<file path="src/rtl/axil_mem_arbiter_pkg.sv">
// Shared AXI-Lite definitions for the memory-side arbiter: arbiter FSM states and
// response codes.
package axi_defines;

    typedef enum logic [2:0] {
        IDLE,
        WR_ADDR,
        WR_RESP,
        RD_ADDR,
        RD_DATA
    } axil_arb_state_t;

    localparam logic [1:0] AXIL_RESP_OKAY   = 2'b00;
    localparam logic [1:0] AXIL_RESP_SLVERR = 2'b10;

endpackage

</file>
<file path="src/rtl/axil_mem_arbiter_rr_pick.sv">
// Two-requester grant picker, purely combinational.
// Build option AXIL_ARB_FIXED_PRIO_EN: port 0 always wins a tie and `last` is ignored.
module axil_rr_pick (
    input  logic [1:0] req,
    input  logic       last,
    output logic [1:0] gnt,
    output logic       any
);

    always_comb begin
        gnt = '0;
        any = |req;
`ifdef AXIL_ARB_FIXED_PRIO_EN
        if (req[0]) begin
            gnt = 2'b01;
        end else if (req[1]) begin
            gnt = 2'b10;
        end
`else
        // On a tie the port that was not served last wins.
        if (req == 2'b11) begin
            gnt = last ? 2'b01 : 2'b10;
        end else begin
            gnt = req;
        end
`endif
    end

endmodule

</file>
<file path="src/rtl/axil_mem_arbiter.sv">
// Two-port AXI-Lite arbiter in front of the shared SDRAM controller slave port.
// Build option AXIL_ARB_FIXED_PRIO_EN selects fixed priority (port 0) instead of round-robin.
module axil_mem_arbiter
    import axi_defines::*;
#(
    parameter int ADDR_WIDTH = 32,
    parameter int DATA_WIDTH = 32
) (
    input  logic                    clk,
    input  logic                    rst,

    input  logic [ADDR_WIDTH-1:0]   s0_axil_awaddr,
    input  logic [2:0]              s0_axil_awprot,
    input  logic                    s0_axil_awvalid,
    output logic                    s0_axil_awready,
    input  logic [DATA_WIDTH-1:0]   s0_axil_wdata,
    input  logic [DATA_WIDTH/8-1:0] s0_axil_wstrb,
    input  logic                    s0_axil_wvalid,
    output logic                    s0_axil_wready,
    output logic [1:0]              s0_axil_bresp,
    output logic                    s0_axil_bvalid,
    input  logic                    s0_axil_bready,
    input  logic [ADDR_WIDTH-1:0]   s0_axil_araddr,
    input  logic [2:0]              s0_axil_arprot,
    input  logic                    s0_axil_arvalid,
    output logic                    s0_axil_arready,
    output logic [DATA_WIDTH-1:0]   s0_axil_rdata,
    output logic [1:0]              s0_axil_rresp,
    output logic                    s0_axil_rvalid,
    input  logic                    s0_axil_rready,

    input  logic [ADDR_WIDTH-1:0]   s1_axil_awaddr,
    input  logic [2:0]              s1_axil_awprot,
    input  logic                    s1_axil_awvalid,
    output logic                    s1_axil_awready,
    input  logic [DATA_WIDTH-1:0]   s1_axil_wdata,
    input  logic [DATA_WIDTH/8-1:0] s1_axil_wstrb,
    input  logic                    s1_axil_wvalid,
    output logic                    s1_axil_wready,
    output logic [1:0]              s1_axil_bresp,
    output logic                    s1_axil_bvalid,
    input  logic                    s1_axil_bready,
    input  logic [ADDR_WIDTH-1:0]   s1_axil_araddr,
    input  logic [2:0]              s1_axil_arprot,
    input  logic                    s1_axil_arvalid,
    output logic                    s1_axil_arready,
    output logic [DATA_WIDTH-1:0]   s1_axil_rdata,
    output logic [1:0]              s1_axil_rresp,
    output logic                    s1_axil_rvalid,
    input  logic                    s1_axil_rready,

    output logic [ADDR_WIDTH-1:0]   m_axil_awaddr,
    output logic [2:0]              m_axil_awprot,
    output logic                    m_axil_awvalid,
    input  logic                    m_axil_awready,
    output logic [DATA_WIDTH-1:0]   m_axil_wdata,
    output logic [DATA_WIDTH/8-1:0] m_axil_wstrb,
    output logic                    m_axil_wvalid,
    input  logic                    m_axil_wready,
    input  logic [1:0]              m_axil_bresp,
    input  logic                    m_axil_bvalid,
    output logic                    m_axil_bready,
    output logic [ADDR_WIDTH-1:0]   m_axil_araddr,
    output logic [2:0]              m_axil_arprot,
    output logic                    m_axil_arvalid,
    input  logic                    m_axil_arready,
    input  logic [DATA_WIDTH-1:0]   m_axil_rdata,
    input  logic [1:0]              m_axil_rresp,
    input  logic                    m_axil_rvalid,
    output logic                    m_axil_rready
);

    axil_arb_state_t state_q, state_d;
    logic            gnt_port_q, gnt_port_d;
    logic            gnt_is_wr_q, gnt_is_wr_d;
    logic            aw_done_q, aw_done_d;
    logic            w_done_q, w_done_d;
    logic            rr_last;
    logic            rr_update;

    logic [1:0]      wr_req, rd_req, req;
    logic [1:0]      pick_gnt;
    logic            pick_any;
    logic            pick_port;

    logic            sel_awvalid, sel_wvalid, sel_bready, sel_arvalid, sel_rready;
    logic            wr_addr_st, wr_resp_st, rd_addr_st, rd_data_st;
    logic            aw_open, w_open;
    logic            aw_hs, w_hs;

    always_comb begin
        wr_req    = {s1_axil_awvalid && s1_axil_wvalid, s0_axil_awvalid && s0_axil_wvalid};
        rd_req    = {s1_axil_arvalid, s0_axil_arvalid};
        req       = wr_req | rd_req;
        pick_port = pick_gnt[1];
    end

    axil_rr_pick u_pick (
        .req  (req),
        .last (rr_last),
        .gnt  (pick_gnt),
        .any  (pick_any)
    );

    always_comb begin
        if (gnt_port_q) begin
            sel_awvalid   = s1_axil_awvalid;
            sel_wvalid    = s1_axil_wvalid;
            sel_bready    = s1_axil_bready;
            sel_arvalid   = s1_axil_arvalid;
            sel_rready    = s1_axil_rready;
            m_axil_awaddr = s1_axil_awaddr;
            m_axil_awprot = s1_axil_awprot;
            m_axil_wdata  = s1_axil_wdata;
            m_axil_wstrb  = s1_axil_wstrb;
            m_axil_araddr = s1_axil_araddr;
            m_axil_arprot = s1_axil_arprot;
        end else begin
            sel_awvalid   = s0_axil_awvalid;
            sel_wvalid    = s0_axil_wvalid;
            sel_bready    = s0_axil_bready;
            sel_arvalid   = s0_axil_arvalid;
            sel_rready    = s0_axil_rready;
            m_axil_awaddr = s0_axil_awaddr;
            m_axil_awprot = s0_axil_awprot;
            m_axil_wdata  = s0_axil_wdata;
            m_axil_wstrb  = s0_axil_wstrb;
            m_axil_araddr = s0_axil_araddr;
            m_axil_arprot = s0_axil_arprot;
        end
    end

    // Channel gating: only the channel owned by the current state moves, and a
    // channel that already handshook stays closed until the next grant.
    always_comb begin
        wr_addr_st = (state_q == WR_ADDR) && gnt_is_wr_q;
        wr_resp_st = (state_q == WR_RESP) && gnt_is_wr_q;
        rd_addr_st = (state_q == RD_ADDR) && !gnt_is_wr_q;
        rd_data_st = (state_q == RD_DATA) && !gnt_is_wr_q;
        aw_open    = wr_addr_st && !aw_done_q;
        w_open     = wr_addr_st && !w_done_q;

        m_axil_awvalid = aw_open && sel_awvalid;
        m_axil_wvalid  = w_open && sel_wvalid;
        m_axil_bready  = wr_resp_st && sel_bready;
        m_axil_arvalid = rd_addr_st && sel_arvalid;
        m_axil_rready  = rd_data_st && sel_rready;

        s0_axil_awready = aw_open && !gnt_port_q && m_axil_awready;
        s1_axil_awready = aw_open &&  gnt_port_q && m_axil_awready;
        s0_axil_wready  = w_open && !gnt_port_q && m_axil_wready;
        s1_axil_wready  = w_open &&  gnt_port_q && m_axil_wready;
        s0_axil_bvalid  = wr_resp_st && !gnt_port_q && m_axil_bvalid;
        s1_axil_bvalid  = wr_resp_st &&  gnt_port_q && m_axil_bvalid;
        s0_axil_arready = rd_addr_st && !gnt_port_q && m_axil_arready;
        s1_axil_arready = rd_addr_st &&  gnt_port_q && m_axil_arready;
        s0_axil_rvalid  = rd_data_st && !gnt_port_q && m_axil_rvalid;
        s1_axil_rvalid  = rd_data_st &&  gnt_port_q && m_axil_rvalid;

        s0_axil_bresp = m_axil_bresp;
        s1_axil_bresp = m_axil_bresp;
        s0_axil_rdata = m_axil_rdata;
        s1_axil_rdata = m_axil_rdata;
        s0_axil_rresp = m_axil_rresp;
        s1_axil_rresp = m_axil_rresp;
    end

    always_comb begin
        aw_hs = m_axil_awvalid && m_axil_awready;
        w_hs  = m_axil_wvalid && m_axil_wready;
    end

    always_comb begin
        state_d     = state_q;
        gnt_port_d  = gnt_port_q;
        gnt_is_wr_d = gnt_is_wr_q;
        aw_done_d   = aw_done_q;
        w_done_d    = w_done_q;
        rr_update   = 1'b0;
        case (state_q)
            IDLE: begin
                if (pick_any) begin
                    gnt_port_d  = pick_port;
                    gnt_is_wr_d = wr_req[pick_port];
                    aw_done_d   = 1'b0;
                    w_done_d    = 1'b0;
                    state_d     = wr_req[pick_port] ? WR_ADDR : RD_ADDR;
                end
            end
            WR_ADDR: begin
                if (aw_hs) aw_done_d = 1'b1;
                if (w_hs)  w_done_d  = 1'b1;
                if ((aw_done_q || aw_hs) && (w_done_q || w_hs)) begin
                    state_d = WR_RESP;
                end
            end
            WR_RESP: begin
                if (m_axil_bvalid && sel_bready) begin
                    state_d   = IDLE;
                    rr_update = 1'b1;
                end
            end
            RD_ADDR: begin
                if (m_axil_arvalid && m_axil_arready) begin
                    state_d = RD_DATA;
                end
            end
            RD_DATA: begin
                if (m_axil_rvalid && sel_rready) begin
                    state_d   = IDLE;
                    rr_update = 1'b1;
                end
            end
            default: state_d = IDLE;
        endcase
    end

    always_ff @(posedge clk) begin
        if (rst) begin
            state_q     <= IDLE;
            gnt_port_q  <= 1'b0;
            gnt_is_wr_q <= 1'b0;
            aw_done_q   <= 1'b0;
            w_done_q    <= 1'b0;
        end else begin
            state_q     <= state_d;
            gnt_port_q  <= gnt_port_d;
            gnt_is_wr_q <= gnt_is_wr_d;
            aw_done_q   <= aw_done_d;
            w_done_q    <= w_done_d;
        end
    end

`ifdef AXIL_ARB_FIXED_PRIO_EN
    always_comb begin
        rr_last = 1'b0;
    end
`else
    logic rr_last_q, rr_last_d;

    always_comb begin
        rr_last_d = rr_update ? gnt_port_q : rr_last_q;
        rr_last   = rr_last_q;
    end

    always_ff @(posedge clk) begin
        if (rst) begin
            rr_last_q <= 1'b1;
        end else begin
            rr_last_q <= rr_last_d;
        end
    end
`endif

endmodule
</file>
<file path="config.mk">
export PLATFORM = sky130hd
export DESIGN_NAME = axil_mem_arbiter
export DESIGN_NICKNAME = d
export VERILOG_FILES = /design/src/rtl/axil_mem_arbiter_pkg.sv /design/src/rtl/axil_mem_arbiter_rr_pick.sv /design/src/rtl/axil_mem_arbiter.sv
export SDC_FILE = /design/constraint.sdc
export NUM_CORES = 1
export LEC_CHECK = 0
export BUFFER_PORTS_ARGS = -buffer_cell sky130_fd_sc_hd__clkbuf_2
export CORE_AREA = 5 5 173 175
export DETAILED_ROUTE_END_ITERATION = 8
export DIE_AREA = 0 0 178 180
export GPL_ROUTABILITY_DRIVEN = 0
export PLACE_DENSITY = 0.32
export SYNTH_ARGS = -nofsm -noshare
export SYNTH_HDL_FRONTEND = slang
export SYNTH_SLANG_ARGS = --single-unit
</file>
<file path="constraint.sdc">
create_clock -name clk -period 1.5 [get_ports clk]
set_input_delay 0.15 -clock clk [delete_from_list [all_inputs] [get_ports clk]]
set_output_delay 0.15 -clock clk [all_outputs]
set_load 0.01 [all_outputs]
</file>
; ---- Word-level counts from Yosys, hierarchy flattened
; Cells that the tools add are included.
[totals]
input_bits = 265
out_inout_bits = 193
elab_cells = 102
regBits = 8
[classes]
reduce_logical = 52
n_lt_le_gt_ge = 1
bitwise = 1
mux = 30
eq_ne = 12
[op_table]
columns = operator, n
row1 = 32-bit 2-to-1 mux, 3
row2 = 1-bit logical AND, 39
row3 = 3-bit 2-to-1 mux, 7
row4 = 3-bit one-hot mux with 5 select lines, 1
row5 = 1-bit 2-to-1 mux, 12
row6 = 2-bit by 1-bit != test with 1-bit output (second input constant), 4
row7 = 3-bit by 2-bit equality test with 1-bit output (second input constant), 2
row8 = 2-bit 2-to-1 mux, 3
row9 = 2-bit != test (second input constant), 3
row10 = 1-bit one-hot mux with 2 select lines, 3
row11 = 3-bit AND reduction, 2
row12 = 5-bit AND reduction, 1
row13 = 1-bit zero test, 4
row14 = 4-bit 2-to-1 mux, 1
row15 = 3-bit by 1-bit equality test with 1-bit output (second input constant), 1
row16 = 3-bit equality test (second input constant), 1
row17 = 3-bit zero test, 1
row18 = 2-bit equality test (second input constant), 1
row19 = 1-bit logical OR, 2
row20 = 1-bit by 2-bit less-than comparator with 1-bit output (second input constant), 1
row21 = 2-bit OR, 1
row22 = 2-bit AND reduction, 1
row23 = 2-bit nonzero test, 1
row24 = 2-bit OR reduction, 1

; ---- Depth between registers and ports, before layout
; Gate-level depths: netlist of the first run.
[logic_depth]
ltp_word = 9
mapped_depth = 6
depth_no_buf = 5

; ---- By module
; From an unflattened synthesis of the first run, not the netlist that was laid out.
[hier_totals]
hier_cells = 284
area_unflattened_um2 = 2477.4
[modules_own_cells]
columns = module, area_each_um2, seq_area_each_um2, cells_per_inst, n_inst
row1 = axil_mem_arbiter, 2452.4, 160.2, 280, 1
row2 = axil_rr_pick, 25.0, 0.0, 4, 1

; ---- Worst setup path before layout of the first run
; Ideal clock, no wire load.
[synth_path]
path_type = reg2reg
from = register gnt_port_q
to = register state_q[1]
path_stages_with_launch = 7
required_ns = 1.428
path_buffers = 1
setup_ns = 0.072
slack_ns = 0.016
arrival_time_ns = 1.412
period_less_slack_ns = 1.484
cell_sequence = dfxtp_1 > buf_4 > mux2_2 > nand3_1 > a221oi_2 > and2b_1 > mux2i_1
[synth_between]
elab_chain_len = 7
word_cells_on_any_way = 21
classes_between = eq/ne (4) / mux (5) / reduce/logical (12)
[synth_rtl]
columns = item, line
row1 = from (decl), axil_mem_arbiter.sv:74  ; logic gnt_port_q, gnt_port_d;
row2 = from (signal assigned), axil_mem_arbiter.sv:227  ; gnt_port_q <= gnt_port_d;
row3 = 1-bit 2-to-1 mux, axil_mem_arbiter.sv:106  ; if (gnt_port_q) begin
row4 = "1-bit logical AND, on equally long branches", "axil_mem_arbiter.sv:143, axil_mem_arbiter.sv:144"
row5 = "1-bit logical AND, on equally long branches", "axil_mem_arbiter.sv:169, axil_mem_arbiter.sv:170"
row6 = 1-bit logical OR, axil_mem_arbiter.sv:193  ; if ((aw_done_q || aw_hs) && (w_done_q || w_hs)) begin
row7 = 1-bit logical AND, axil_mem_arbiter.sv:193
row8 = 2-bit by 1-bit != test with 1-bit output (no source line), -
row9 = 5-bit AND reduction (no source line) (*), -
row10 = to (signal assigned), axil_mem_arbiter.sv:226  ; state_q <= state_d;
row11 = to (decl), axil_mem_arbiter.sv:73  ; axil_arb_state_t state_q, state_d;
; Mark *: on every way between the ends. The rest lies on a longest branch, timed or not.
; A chain may end at the register's enable or synchronous reset.

; ---- Worst setup path after layout of the first run
[layout_path]
from = register gnt_port_q
to = output m_axil_wvalid
[layout_between]
elab_chain_len = 2
[layout_rtl]
columns = item, line
row1 = 1-bit 2-to-1 mux, axil_mem_arbiter.sv:106
row2 = 1-bit logical AND, axil_mem_arbiter.sv:144  ; m_axil_wvalid = w_open && sel_wvalid;
row3 = to (decl), axil_mem_arbiter.sv:58  ; output logic m_axil_wvalid,
; Every way passes these cells.

==> results of run 1 <==
cells by family after synthesis:
family / after synthesis
compound gates: 16
buf+inv: 92
simple gates: 49
flops: 8
mux: 112
cell usage in the layout (no fill, tap or decap), types with 4 or more instances in the layout:
master / synthesis / final
nor2_4: 0 / 5
buf_4: 73 / 34
clkbuf_2: 0 / 294
clkbuf_8: 0 / 4
mux2_4: 0 / 88
clkbuf_16: 0 / 7
buf_8: 0 / 7
mux2_2: 108 / 20
a21oi_1: 5 / 4
buf_6: 0 / 51
buf_16: 0 / 7
nor2_1: 14 / 7
buf_12: 0 / 5
area by class of cell:
type | count | area [um2]
Antenna cell | 1 | 2.50
Clock buffer | 4 | 78.8
Fill cell | 3116 | 22600
Inverter | 4 | 18.8
Multi-Input combinational cell | 177 | 2140
Sequential cell | 8 | 175
Tap cell | 384 | 480
Timing Repair Buffer | 407 | 2860
power by group:
group	switching, mW	internal (mW)	leakage [nW]	total (mW)
clock network	0.124	0.356	0.0382	0.480
logic	2.21	3.36	2.86	5.58
registers	0.0990	0.284	0.0687	0.383
per-stage QoR:
step                      hold WS [ns]  cells  TNS (ns)  cell area (um2)  worst slack [ns]
after global placement           0.300    951    -0.108             4330           -0.0385
after global routing             0.271    985    -18.42             5760            -0.215
after detailed placement         0.300    951    -0.124             4330           -0.0623
final                            0.248    985    -12.58             5760            -0.168
after floorplan                  0.392    277         0             2450            0.0164
after CTS                        0.255    975    -15.27             5150            -0.179
registers in the layout, summed over array words and instances, names as in the netlist:
| name | flops |
|---|---|
| gnt_port_q | 1 |
| state_q | 3 |
| gnt_is_wr_q | 1 |
| aw_done_q | 1 |
| rr_last | 1 |
| w_done_q | 1 |
cell usage after synthesis (all sizes together):
master / instances
o211ai: 1
clkbuf: 6
and3: 4
o31a: 1
nand2b: 2
a32oi: 1
mux2: 108
and2b: 1
or3: 2
inv: 4
buf: 82
o32ai: 1
dfxtp: 8
and2: 4
a221oi: 1
nand3: 3
a22oi: 2
nor2: 14
nor4b: 2
a211oi: 1
nor4: 2
nor2b: 1
a21oi: 5
a21o: 1
nand3b: 2
and3b: 2
or4: 1
o32a: 1
a2111oi: 1
nand2: 5
nand4: 1
mux2i: 4
nor3: 3
timing repair:
item	CTS	global route
cloned	6	4
hold buffers	0	0
pin swaps	12	16
setup buffers	14	6
gates resized for setup	118	152
setup endpoints to repair	112	126
metal layers:
metal  part of all wire  global-route usage  vias to the layer above  wire [um]
met5            0.00073                   0                        -         13
met4              0.025              0.0229                        2        454
met3               0.12              0.0284                       34       2080
met2               0.55               0.192                      287       9770
met1               0.31              0.0850                     1513       5600
li1                   -                   -                     1566          -
worst max-delay path, delay by kind of cell (launching register included):
kind | cells | cell delay (ns)
AND/OR/NAND/NOR | 1 | 0.18
flip-flops | 1 | 0.37
buffers and inverters | 3 | 0.40
multiplexers | 1 | 0.34
final timing paths:
path               from            end
min                 rst     state_q[1]
min reg2reg     rr_last        rr_last
max          gnt_port_q  m_axil_wvalid
max reg2reg  gnt_port_q     state_q[1]
==> impl_metrics.env, run 1 <==
export IMPL_status="finished with violations"
export IMPL_path_max_fanout=4
export IMPL_num_rows=62
export IMPL_cellLeakagePower_nw=2.97
export IMPL_die_x_um=178
export IMPL_synth_compound_area_frac=0.0527
export IMPL_mappedNetlistArea_um2=2450
export IMPL_worstPathCellList="buf_4, mux2_2, buf_4, and3_1, clkbuf_2"
export IMPL_grt_pass1_wl_mm=22.5
export IMPL_tightest_slew_ns=0.271
export IMPL_dp_hpwl_mm=14.4
export IMPL_rr_worst_depth=7
export IMPL_skew_ns=0.00253
export IMPL_reg2reg_slack_ns=-0.10
export IMPL_synth_area_per_cell_um2=8.84
export IMPL_holdPathStages=3
export IMPL_clock_fmax_mhz=600
export IMPL_die_h_um=180
export IMPL_start_util=0.0864
export IMPL_power_density_nw_per_um2=1120
export IMPL_root_buffer="clkbuf_16"
export IMPL_synth_xor_area_frac=0
export IMPL_hp_class="input pin to flop"
export IMPL_cp_slowest_cell="dfxtp_4"
export IMPL_vdd_drop_max_mv=0.419
export IMPL_postRouteAntennaNets=0
export IMPL_grt_max_degree=18
export IMPL_ys_warn_count=0
export IMPL_grt_usage=0.0928
export IMPL_cts_htree_levels=1
export IMPL_synthTopCellsByArea="mux2_2 50%, buf_4 22%, dfxtp_1 6.5%"
export IMPL_drc=0
export IMPL_worst_ep_required_time_ns=1.35
export IMPL_grt_ovfl_total=0
export IMPL_ys_types=37
export IMPL_pin_count=458
export IMPL_yosysTopAreaCellShare=0.497
export IMPL_drive_gt1_frac=0.922
export IMPL_die_area_um2=32000
export IMPL_drt_pass1_iterations=4
export IMPL_port_buffers=349
export IMPL_vias_per_cell=3.45
export IMPL_hold_viol_final=0
export IMPL_antenna_found_initial=2
export IMPL_violations="negative setup slack"
export IMPL_setup_viol=119
export IMPL_cts_sinks=8
export IMPL_cts_clk_slew_worst_paths_ns=0.04
export IMPL_synth_simple_area_share=0.111
export IMPL_maxCapViolCount=0
export IMPL_cts_tree="yes"
export IMPL_startpoint_type="flop"
export IMPL_synthCells=277
export IMPL_rsz0062_at_grt="true"
export IMPL_vias=3402
export IMPL_fin_util=0.203
export IMPL_syn_nets=542
export IMPL_synthAdderAreaFrac=0
export IMPL_slew_viol_final=0
export IMPL_ys_seq_elements=8
export IMPL_power_total_mw=6.44
export IMPL_clkLatencyLatePin_ns=0.24
export IMPL_core_area_um2=28300
export IMPL_maxSlewHeadroom=0.818
export IMPL_yosysTopAreaCell="mux2_2"
export IMPL_synth_top_family_by_area="multiplexers"
export IMPL_seq_area_frac_synth=0.0654
export IMPL_end_kind="output pin"
export IMPL_muxShareOfSynthArea=0.513
export IMPL_layout_nets=866
export IMPL_routed_wl_mm=17.9
export IMPL_first_global_vias=3639
export IMPL_synthToLayoutAreaGrowth_pct=135
export IMPL_cp_data_arrival_time_ns=1.52
export IMPL_wl_per_cell_um=18.2
export IMPL_clk_path_buf_depth=2
export IMPL_first_iter_violations=41
export IMPL_fin_crit_ns=1.67
export IMPL_cpPeakStageDelay_ns=0.37
export IMPL_cts_buffers=3
export IMPL_path_class="flop to output pin"
export IMPL_fin_ws_ns=-0.168
export IMPL_period_share=1.11
export IMPL_cpMostUsedCell="buf_4"
Note: power is estimated with default switching activity, not from simulation.
==> inputs of run 2 (changes only) <==
--- a/config.mk
+++ b/config.mk
@@ -6,11 +6,14 @@
 export NUM_CORES = 1
 export LEC_CHECK = 0
 export BUFFER_PORTS_ARGS = -buffer_cell sky130_fd_sc_hd__clkbuf_2
-export CORE_AREA = 5 5 173 175
+export CELL_PAD_IN_SITES_DETAIL_PLACEMENT = 0
+export CELL_PAD_IN_SITES_GLOBAL_PLACEMENT = 1
+export CORE_AREA = 5 5 174 176
 export DETAILED_ROUTE_END_ITERATION = 8
-export DIE_AREA = 0 0 178 180
+export DIE_AREA = 0 0 179 181
 export GPL_ROUTABILITY_DRIVEN = 0
-export PLACE_DENSITY = 0.32
+export PLACE_DENSITY = 0.5
+export SKIP_CTS_REPAIR_TIMING = 1
 export SYNTH_ARGS = -nofsm -noshare
 export SYNTH_HDL_FRONTEND = slang
 export SYNTH_SLANG_ARGS = --single-unit
==> impl_metrics.env, run 2 (synthesis gave the netlist of run 1 again) <==
export IMPL_slew_viol_final=0
export IMPL_status="finished with violations"
export IMPL_vias=3293
export IMPL_cts_tree="yes"
export IMPL_worstPathCellList="buf_4, mux2_4, buf_4, and3_1, clkbuf_2"
export IMPL_cellLeakagePower_nw=2.65
export IMPL_dp_hpwl_mm=13.0
export IMPL_regMostFlops="state_q"
export IMPL_cts_htree_levels=1
export IMPL_cts_sinks=8
export IMPL_tightest_slew_ns=0.337
export IMPL_cp_data_arrival_time_ns=1.52
export IMPL_cts_clk_slew_worst_paths_ns=0.05
export IMPL_path_class="flop to output pin"
export IMPL_antenna_found_initial=3
export IMPL_power_total_mw=5.59
export IMPL_clock_fmax_mhz=598
export IMPL_fin_ws_ns=-0.173
export IMPL_fillCellCount=3225
export IMPL_die_h_um=181
export IMPL_cp_slowest_cell="dfxtp_4"
export IMPL_cpPeakStageDelay_ns=0.37
export IMPL_fin_crit_ns=1.67
export IMPL_maxSlewHeadroom=0.774
export IMPL_start_util=0.0860
export IMPL_grt_pass1_wl_mm=19.4
export IMPL_violations="negative setup slack"
export IMPL_hold_slack_ns=0.227
export IMPL_routed_wl_mm=15.5
export IMPL_dp_cells=959
export IMPL_setup_viol=117
export IMPL_first_iter_violations=49
export IMPL_worst_ep_required_time_ns=1.35
export IMPL_maxCapViolCount=0
export IMPL_grt_max_degree=24
export IMPL_die_x_um=179
export IMPL_grt_usage=0.0777
export IMPL_clk_path_buf_depth=2
export IMPL_critical_path_buf_inv_count=3
export IMPL_layout_nets=858
export IMPL_fin_tns_setup_ns=-12.55
export IMPL_first_global_vias=3403
export IMPL_rsz0062_at_grt="true"
export IMPL_crit_family="buffers and inverters"
export IMPL_hp_class="input pin to flop"
export IMPL_period_share=1.12
export IMPL_post_layout_nonfiller_instances=977
export IMPL_cpMostUsedCell="buf_4"
export IMPL_root_buffer="clkbuf_16"
export IMPL_mostFrequentLayoutCells="309 x clkbuf_2, 78 x mux2_2, 40 x buf_6, 33 x buf_4, 30 x mux2_4"
export IMPL_largest_reg_flops=3
export IMPL_pin_count=458
export IMPL_fin_util=0.183
export IMPL_startpoint_type="flop"
export IMPL_drive_gt1_frac=0.919
export IMPL_vdd_drop_max_mv=0.386
export IMPL_wl_per_cell_um=15.8
export IMPL_postRouteAntennaNets=0
export IMPL_cts_buffers=3
export IMPL_power_density_nw_per_um2=1070
export IMPL_core_area_um2=28500
export IMPL_drc=0
export IMPL_drt_pass1_iterations=4
export IMPL_end_kind="output pin"
export IMPL_die_area_um2=32400
export IMPL_hold_viol_final=0
export IMPL_synthToLayoutAreaGrowth_pct=113
export IMPL_final_common_cell="clkbuf_2"
export IMPL_port_buffers=349
export IMPL_clkLatencyLatePin_ns=0.24
export IMPL_grt_ovfl_total=0
export IMPL_num_rows=62
export IMPL_skew_ns=0.0104
export IMPL_vias_per_cell=3.37
export IMPL_path_max_fanout=4
[run 2: cell count changes in the layout (fill, tap and decap cells not counted), sizes merged]
cell    previous run  this run
buf              105        86
clkbuf           306       317
[run 2: stage by stage]
stage,worst slack [ns],instance area (um2)
6_report,-0.173,5210
2_1_floorplan,0.0164,2450
3_5_place_dp,-0.0437,4370
3_3_place_gp,-0.0736,4370
4_1_cts,-0.290,4450
5_1_grt,-0.255,5200
[run 2: power by group]
group	total [mW]	internal (mW)	switching [mW]
Combinational	4.71	2.77	1.94
Clock	0.493	0.357	0.136
Sequential	0.383	0.287	0.0959
Total	5.59	3.41	2.18
[run 2: worst paths after layout]
check | start | endpoint | slack [ns] | cells after the start
setup / recovery | gnt_port_q | m_axil_wvalid | -0.17 | 5
hold / removal | rst | gnt_is_wr_q | 0.23 | 2
hold reg to reg | gnt_is_wr_q | gnt_is_wr_q | 0.54 | 2
setup reg to reg | gnt_port_q | rr_last | -0.15 | 8
[run 2: cell type report]
cell class,count,area [um2],area share
repair buffers,399,2520,0.484
diodes,1,2.50,0.000481
well taps,384,480,0.0923
clock buffers,4,78.8,0.0151
multi-input cells,177,1930,0.370
flip-flops and latches,8,175,0.0336
inverters,4,18.8,0.00360
[run 2: metal layers]
| metal | global-route usage | vias to the layer above | wire (um) | share of wire |
|---|---|---|---|---|
| li1 | - | 1549 | - | - |
| met1 | 0.0738 | 1449 | 5180 | 0.33 |
| met2 | 0.154 | 248 | 8000 | 0.52 |
| met3 | 0.0253 | 45 | 1730 | 0.11 |
| met4 | 0.0249 | 2 | 555 | 0.036 |
| met5 | 0 | - | 20 | 0.0013 |
